[src/rtl/hazard_scoreboard.sv]
// rtl/hazard_scoreboard.sv - 5-stage pipeline hazard unit with a long-latency register scoreboard
// Optional stall-cycle counters are built when HAZARD_PERF_CNT_EN is defined.
module hazard_scoreboard #(
   parameter  int NUM_FWD_STAGES = 2,
   parameter  int SB_DEPTH       = 4,
   parameter  int PERF_CNT_W     = 32,
   localparam int SEL_W          = $clog2(NUM_FWD_STAGES + 1)
) (
   input  logic                        clk_i,
   input  logic                        rst_ni,
   input  logic [4:0]                  id_rs1_addr_i,
   input  logic [4:0]                  id_rs2_addr_i,
   input  logic [4:0]                  id_rd_addr_i,
   input  logic                        id_rd_write_i,
   input  logic [4:0]                  ex_rs1_addr_i,
   input  logic [4:0]                  ex_rs2_addr_i,
   input  logic [4:0]                  ex_rd_addr_i,
   input  logic                        ex_is_mem_read_i,
   input  logic                        ex_long_issue_i,
   input  logic [5*NUM_FWD_STAGES-1:0] fwd_rd_addr_i,
   input  logic [NUM_FWD_STAGES-1:0]   fwd_rd_write_i,
   input  logic                        long_done_i,
   input  logic                        mem_req_i,
   input  logic                        mem_done_i,
   input  logic                        redirect_i,
   input  logic                        ex_trap_valid_i,
   input  logic                        mem_trap_valid_i,
   input  logic                        wb_trap_valid_i,
   output logic                        id_forward_a_o,
   output logic                        id_forward_b_o,
   output logic [SEL_W-1:0]            ex_forward_a_sel_o,
   output logic [SEL_W-1:0]            ex_forward_b_sel_o,
   output logic                        if_id_stall_o,
   output logic                        id_ex_stall_o,
   output logic                        ex_mem_stall_o,
   output logic                        mem_wb_stall_o,
   output logic                        if_id_flush_o,
   output logic                        id_ex_flush_o,
   output logic                        ex_mem_flush_o,
   output logic                        mem_wb_flush_o,
`ifdef HAZARD_PERF_CNT_EN
   output logic [PERF_CNT_W-1:0]       perf_load_use_o,
   output logic [PERF_CNT_W-1:0]       perf_sb_stall_o,
   output logic [PERF_CNT_W-1:0]       perf_mem_stall_o,
`endif
   output logic                        sb_full_o,
   output logic                        sb_empty_o,
   output logic                        sb_err_o
);

   localparam int PTR_W = $clog2(SB_DEPTH);
   localparam int LAST  = NUM_FWD_STAGES - 1;

   if (NUM_FWD_STAGES < 1 || NUM_FWD_STAGES > 4 || SB_DEPTH < 2 || SB_DEPTH > 16 ||
       (SB_DEPTH & (SB_DEPTH - 1)) != 0 || PERF_CNT_W < 1) begin : g_param_check
      $error("hazard_scoreboard: illegal parameter value");
   end

   logic [31:0]      pending;
   logic [31:0]      pending_next;
   logic [4:0]       rd_fifo [SB_DEPTH];
   logic [PTR_W-1:0] rd_ptr;
   logic [PTR_W-1:0] wr_ptr;
   logic [PTR_W:0]   count;
   logic             sb_err;

   logic load_use, sb_raw, sb_waw, sb_struct, mem_stall;
   logic issue_ok, push, pop;

   assign sb_full_o  = (count == (PTR_W + 1)'(SB_DEPTH));
   assign sb_empty_o = (count == '0);
   assign sb_err_o   = sb_err;

   assign mem_stall      = mem_req_i && !mem_done_i;
   assign mem_wb_stall_o = mem_stall;
   assign ex_mem_stall_o = mem_stall || mem_wb_stall_o;
   assign id_ex_stall_o  = ex_mem_stall_o || sb_struct;
   assign if_id_stall_o  = id_ex_stall_o || load_use || sb_raw || sb_waw;

   assign issue_ok  = ex_long_issue_i && !sb_full_o && !ex_mem_stall_o;
   assign push      = issue_ok && (ex_rd_addr_i != 5'd0);
   assign pop       = long_done_i && !sb_empty_o;
   assign sb_struct = ex_long_issue_i && sb_full_o;

   assign load_use = ex_is_mem_read_i &&
                     (((id_rs1_addr_i != 5'd0) && (id_rs1_addr_i == ex_rd_addr_i)) ||
                      ((id_rs2_addr_i != 5'd0) && (id_rs2_addr_i == ex_rd_addr_i)));

   // An issue accepted this cycle is not in pending yet, so match it directly.
   assign sb_raw = ((id_rs1_addr_i != 5'd0) &&
                    (pending[id_rs1_addr_i] || (issue_ok && (ex_rd_addr_i == id_rs1_addr_i)))) ||
                   ((id_rs2_addr_i != 5'd0) &&
                    (pending[id_rs2_addr_i] || (issue_ok && (ex_rd_addr_i == id_rs2_addr_i))));

   assign sb_waw = id_rd_write_i && (id_rd_addr_i != 5'd0) && pending[id_rd_addr_i];

   assign if_id_flush_o  = redirect_i || ex_trap_valid_i || mem_trap_valid_i || wb_trap_valid_i;
   assign id_ex_flush_o  = (if_id_stall_o && !id_ex_stall_o) || redirect_i ||
                           mem_trap_valid_i || wb_trap_valid_i;
   assign ex_mem_flush_o = (id_ex_stall_o && !ex_mem_stall_o) || (redirect_i && !ex_mem_stall_o) ||
                           mem_trap_valid_i || wb_trap_valid_i;
   assign mem_wb_flush_o = (ex_mem_stall_o && !mem_wb_stall_o) || wb_trap_valid_i;

   assign id_forward_a_o = fwd_rd_write_i[LAST] && (id_rs1_addr_i != 5'd0) &&
                           (fwd_rd_addr_i[5*LAST +: 5] == id_rs1_addr_i);
   assign id_forward_b_o = fwd_rd_write_i[LAST] && (id_rs2_addr_i != 5'd0) &&
                           (fwd_rd_addr_i[5*LAST +: 5] == id_rs2_addr_i);

   // Walk oldest to youngest so the youngest matching stage is the one left standing.
   always_comb begin
      ex_forward_a_sel_o = '0;
      ex_forward_b_sel_o = '0;
      for (int k = NUM_FWD_STAGES - 1; k >= 0; k--) begin
         if (fwd_rd_write_i[k] && (ex_rs1_addr_i != 5'd0) && (fwd_rd_addr_i[5*k +: 5] == ex_rs1_addr_i))
            ex_forward_a_sel_o = SEL_W'(k + 1);
         if (fwd_rd_write_i[k] && (ex_rs2_addr_i != 5'd0) && (fwd_rd_addr_i[5*k +: 5] == ex_rs2_addr_i))
            ex_forward_b_sel_o = SEL_W'(k + 1);
      end
   end

   always_comb begin
      pending_next = pending;
      if (pop)
         pending_next[rd_fifo[rd_ptr]] = 1'b0;
      if (push)
         pending_next[ex_rd_addr_i] = 1'b1;
   end

   always_ff @(posedge clk_i) begin
      if (push)
         rd_fifo[wr_ptr] <= ex_rd_addr_i;
   end

   always_ff @(posedge clk_i) begin
      if (!rst_ni) begin
         pending <= '0;
         rd_ptr  <= '0;
         wr_ptr  <= '0;
         count   <= '0;
         sb_err  <= 1'b0;
      end else if (wb_trap_valid_i) begin
         pending <= '0;
         rd_ptr  <= '0;
         wr_ptr  <= '0;
         count   <= '0;
      end else begin
         pending <= pending_next;
         if (long_done_i && sb_empty_o)
            sb_err <= 1'b1;
         if (push)
            wr_ptr <= wr_ptr + 1'b1;
         if (pop)
            rd_ptr <= rd_ptr + 1'b1;
         case ({push, pop})
            2'b10:   count <= count + 1'b1;
            2'b01:   count <= count - 1'b1;
            default: count <= count;
         endcase
      end
   end

`ifdef HAZARD_PERF_CNT_EN
   logic [PERF_CNT_W-1:0] cnt_load_use, cnt_sb_stall, cnt_mem_stall;

   always_ff @(posedge clk_i) begin
      if (!rst_ni) begin
         cnt_load_use  <= '0;
         cnt_sb_stall  <= '0;
         cnt_mem_stall <= '0;
      end else begin
         if (load_use && (cnt_load_use != '1))
            cnt_load_use <= cnt_load_use + 1'b1;
         if ((sb_raw || sb_waw || sb_struct) && (cnt_sb_stall != '1))
            cnt_sb_stall <= cnt_sb_stall + 1'b1;
         if (mem_stall && (cnt_mem_stall != '1))
            cnt_mem_stall <= cnt_mem_stall + 1'b1;
      end
   end

   assign perf_load_use_o  = cnt_load_use;
   assign perf_sb_stall_o  = cnt_sb_stall;
   assign perf_mem_stall_o = cnt_mem_stall;
`endif

endmodule
[config.mk]
export PLATFORM = sky130hd
export DESIGN_NAME = hazard_scoreboard
export DESIGN_NICKNAME = d
export VERILOG_FILES = /design/src/rtl/hazard_scoreboard.sv
export SDC_FILE = /design/constraint.sdc
export NUM_CORES = 1
export LEC_CHECK = 0
export ABC_CLOCK_PERIOD_IN_PS = 4700
export BUFFER_PORTS_ARGS = -buffer_cell sky130_fd_sc_hd__buf_2
export CAP_MARGIN = 30
export CORE_MARGIN = 3
export CORE_UTILIZATION = 60
export DETAILED_ROUTE_END_ITERATION = 10
export GPL_TIMING_DRIVEN = 0
export PLACE_DENSITY = 0.85
export SYNTH_ARGS = -nofsm -noshare
export SYNTH_HDL_FRONTEND = slang
export SYNTH_SLANG_ARGS = --single-unit
[constraint.sdc]
create_clock -name clk_i -period 4.7 [get_ports clk_i]
set_input_delay 0.705 -clock clk_i [delete_from_list [all_inputs] [get_ports clk_i]]
set_output_delay 0.705 -clock clk_i [all_outputs]
set_load 0.01 [all_outputs]
==> results.yml <==
clocking:
  cts_resized: 0
  clock-root-buffer: "clkbuf_8"
  cts_tree: "built"
  ctsHoldBuffers: 0
  numCtsBuffers: 9
  cts_setup_buffers: 0
  clkSinkCount: 62
  clk_latency_ns: 0.34
  clkTransAtPathRegs_ns: 0.06
  clockBufferDepth: 2
  htreeDepth: 3
timing:
  slew_headroom_pct: 44.5
  tns_ns: 0
  setup_viol: 0
  rsz0062_at_grt: "no"
  clock_skew_ns: 0.00975
  tightest_slew_ns: 0.831
  report.final.slew_viol_count: 0
  timing.final.crit_period_ns: 3.67
  hold_violations: 0
  post-route-period-util_pct: 78.1
  fmax_mhz: 272
final_layout:
  nNetsFinal: 550
  seq_area_sq_um: 1440
  layout-drive-gt1-share_pct: 23.2
  antennaDiodeCount: 0
  syn2layout_area_growth_pct: 14.7
  fillCellCount: 477
  multi_input_area_sq_um: 2410
setup_path:
  cp_max_fo: 10
  worst_ep_arrival_time_ns: 2.97
  timing.critical_path.slowest_stage_cell: "mux4_2"
  crit_chain: "clkbuf_1 > mux4_2 > nand2b_1 > nand4b_1 > nand4_1 > a2111oi_2 > nand2b_1 > buf_2"
  cp-start-kind: "input pin"
  worstSetupPathType: "input pin to primary output"
  crit_top_cell: "nand2b_1"
  worst_ep_required_time_ns: 3.99
  max_stage_delay_ns: 0.57
  endpoint_kind: "primary output"
job:
  cap_violations: 0
pwr:
  pwr_density_cell_nw_per_um2: 260
  leakagePower_nw: 1.65
  total_power_w: 0.00119
  ir_drop_v: 0.000244
placed_design:
  gp_congestion: 1.00
  io_buffers: 61
  place_hpwl_um: 8250
grt:
  grt_start_max_net_pins: 12
  antenna_found_initial: 0
  grt_pass1_vias: 3559
  grt_pass1_wl_um: 17400
  grt.total_usage_pct: 29.8
  gr-total-overflow: 0
die:
  ios: 71
  core_area_sq_um: 6420
  row_count: 29
  die_w_um: 87.7
  die_h_um: 87.7
  die_area_sq_um: 7700
  start_util_pct: 62.4
synth:
  ys_seq_area_share_pct: 36.0
  yosysWarnings: 0
  synth_top_cell_by_area: "dfxtp_1"
  syn_nets: 477
  synth_ff_type: "dfxtp_1"
  synth-edff-count: 20
  async_flop_share_pct: 0
  syn_inst: 417
  yosys.area.top_type_share_pct: 21.0
  syn_area_sq_um: 4010
  synth_common_cells: "dfxtp_1, nand2_1, a21oi_1"
  synth.avg_cell_area_sq_um: 9.61
  synth.most_common_cell: "dfxtp_1"
  synth_area_leaders: "dfxtp_1, edfxtp_1, mux4_2"
  ys_ff_latch: 62
  ys_types: 50
status:
  status: "complete, no violations"
routing:
  vias: 3698
  first_pass_iters: 5
  wl_per_cell_um: 19.2
  drc_errors: 0
  ant_nets: 0
  routed_wl_um: 11000
  drtIter0Drc: 526
  routed_via_density: 6.47
worst_hold_path:
  hp-class: "flop to flop"
-- power by group --
part           switching, W  leakage (nW)  total, W  internal, W
Sequential       0.00000440         0.521  0.000565     0.000560
Clock              0.000210        0.0956  0.000429     0.000219
Combinational      0.000117          1.03  0.000200    0.0000826
-- critical path, delay by kind of cell --
| family | cells | cell delay (ns) |
|---|---|---|
| AO/OA/AOI/OAI | 1 | 0.51 |
| buffers and inverters | 2 | 0.64 |
| multiplexers | 1 | 0.57 |
| AND/OR/NAND/NOR | 4 | 0.53 |
-- layout make-up --
cell class / instances / share of cell area [%]
inverter: 9 / 0.735
clock buffer: 11 / 3.29
buffer: 26 / 2.56
timing repair buffer: 62 / 6.75
multi-input combinational: 320 / 52.5
sequential: 62 / 31.3
tap: 77 / 2.10
clock inverter: 5 / 0.707
-- metrics by stage --
stage / util (%) / cells / worst slack (ns) / instance area, sq um / hold WS (ns)
floorplan: - / 417 / 1.51 / 4010 / 0.467
global placement: 68.7 / 555 / 1.09 / 4410 / 0.474
detailed placement: 68.7 / 556 / 1.00 / 4410 / 0.483
CTS: 71.6 / 572 / 1.01 / 4600 / 0.499
global route: 71.6 / 572 / 0.859 / 4600 / 0.537
finish: 71.6 / 572 / 1.03 / 4600 / 0.503
-- flip-flops by register name, summed over array words and instances (netlist names), named ones only --
| signal | count |
|---|---|
| pending | 32 |
| rd_fifo | 20 |
| sb_err_o | 1 |
| count | 3 |
| wr_ptr | 2 |
| rd_ptr | 2 |
-- cell usage in the layout, fill, tap and decap left out, types with 4 or more instances in the layout --
master / count
a21oi_1: 38
and2_1: 6
mux2_2: 7
a211oi_1: 5
edfxtp_1: 20
buf_2: 66
dfxtp_1: 42
nor4_1: 5
nor3_1: 7
clkbuf_1: 19
mux4_1: 5
ha_1: 5
or3_1: 4
mux2i_1: 9
nor2_1: 21
xnor2_1: 31
mux4_2: 17
nand3_1: 11
xor2_1: 14
nand4_1: 7
nand2b_1: 8
inv_1: 9
nor2b_1: 9
clkbuf_8: 11
nand2_1: 39
o21ai_0: 35
-- routing by layer --
| layer | vias to the layer above | track usage (%) | share of wire (%) |
|---|---|---|---|
| met1 | 1728 | 37.8 | 37 |
| met5 | - | 0 | 0 |
| met2 | 248 | 49.9 | 50 |
| li1 | 1687 | - | - |
| met4 | 0 | 13.8 | 2.7 |
| met3 | 35 | 4.70 | 10 |
-- cell families (layout without fill, tap and decap cells) --
| family | count (synthesis) | after routing | synth area share [%] |
|---|---|---|---|
| AND/OR/NAND/NOR | 133 | 133 | 17.2 |
| AO/OA/AOI/OAI | 98 | 98 | 14.1 |
| flip-flops | 62 | 62 | 36.0 |
| XOR/XNOR | 45 | 45 | 9.83 |
| multiplexers | 38 | 38 | 17.0 |
| buffers and inverters | 35 | 113 | 3.78 |
| adder cells (fa/ha/maj) | 6 | 6 | 2.06 |
-- final timing paths --
check / cells past startpoint / slack [ns] / from / endpoint
min: 2 / 0.50 / sb_err_o / sb_err_o
max reg2reg: 10 / 1.70 / count[2] / count[2]
max: 8 / 1.03 / id_rs1_addr_i[3] / if_id_stall_o
min reg2reg: 2 / 0.50 / sb_err_o / sb_err_o
Power figures use the tool's default switching activity.
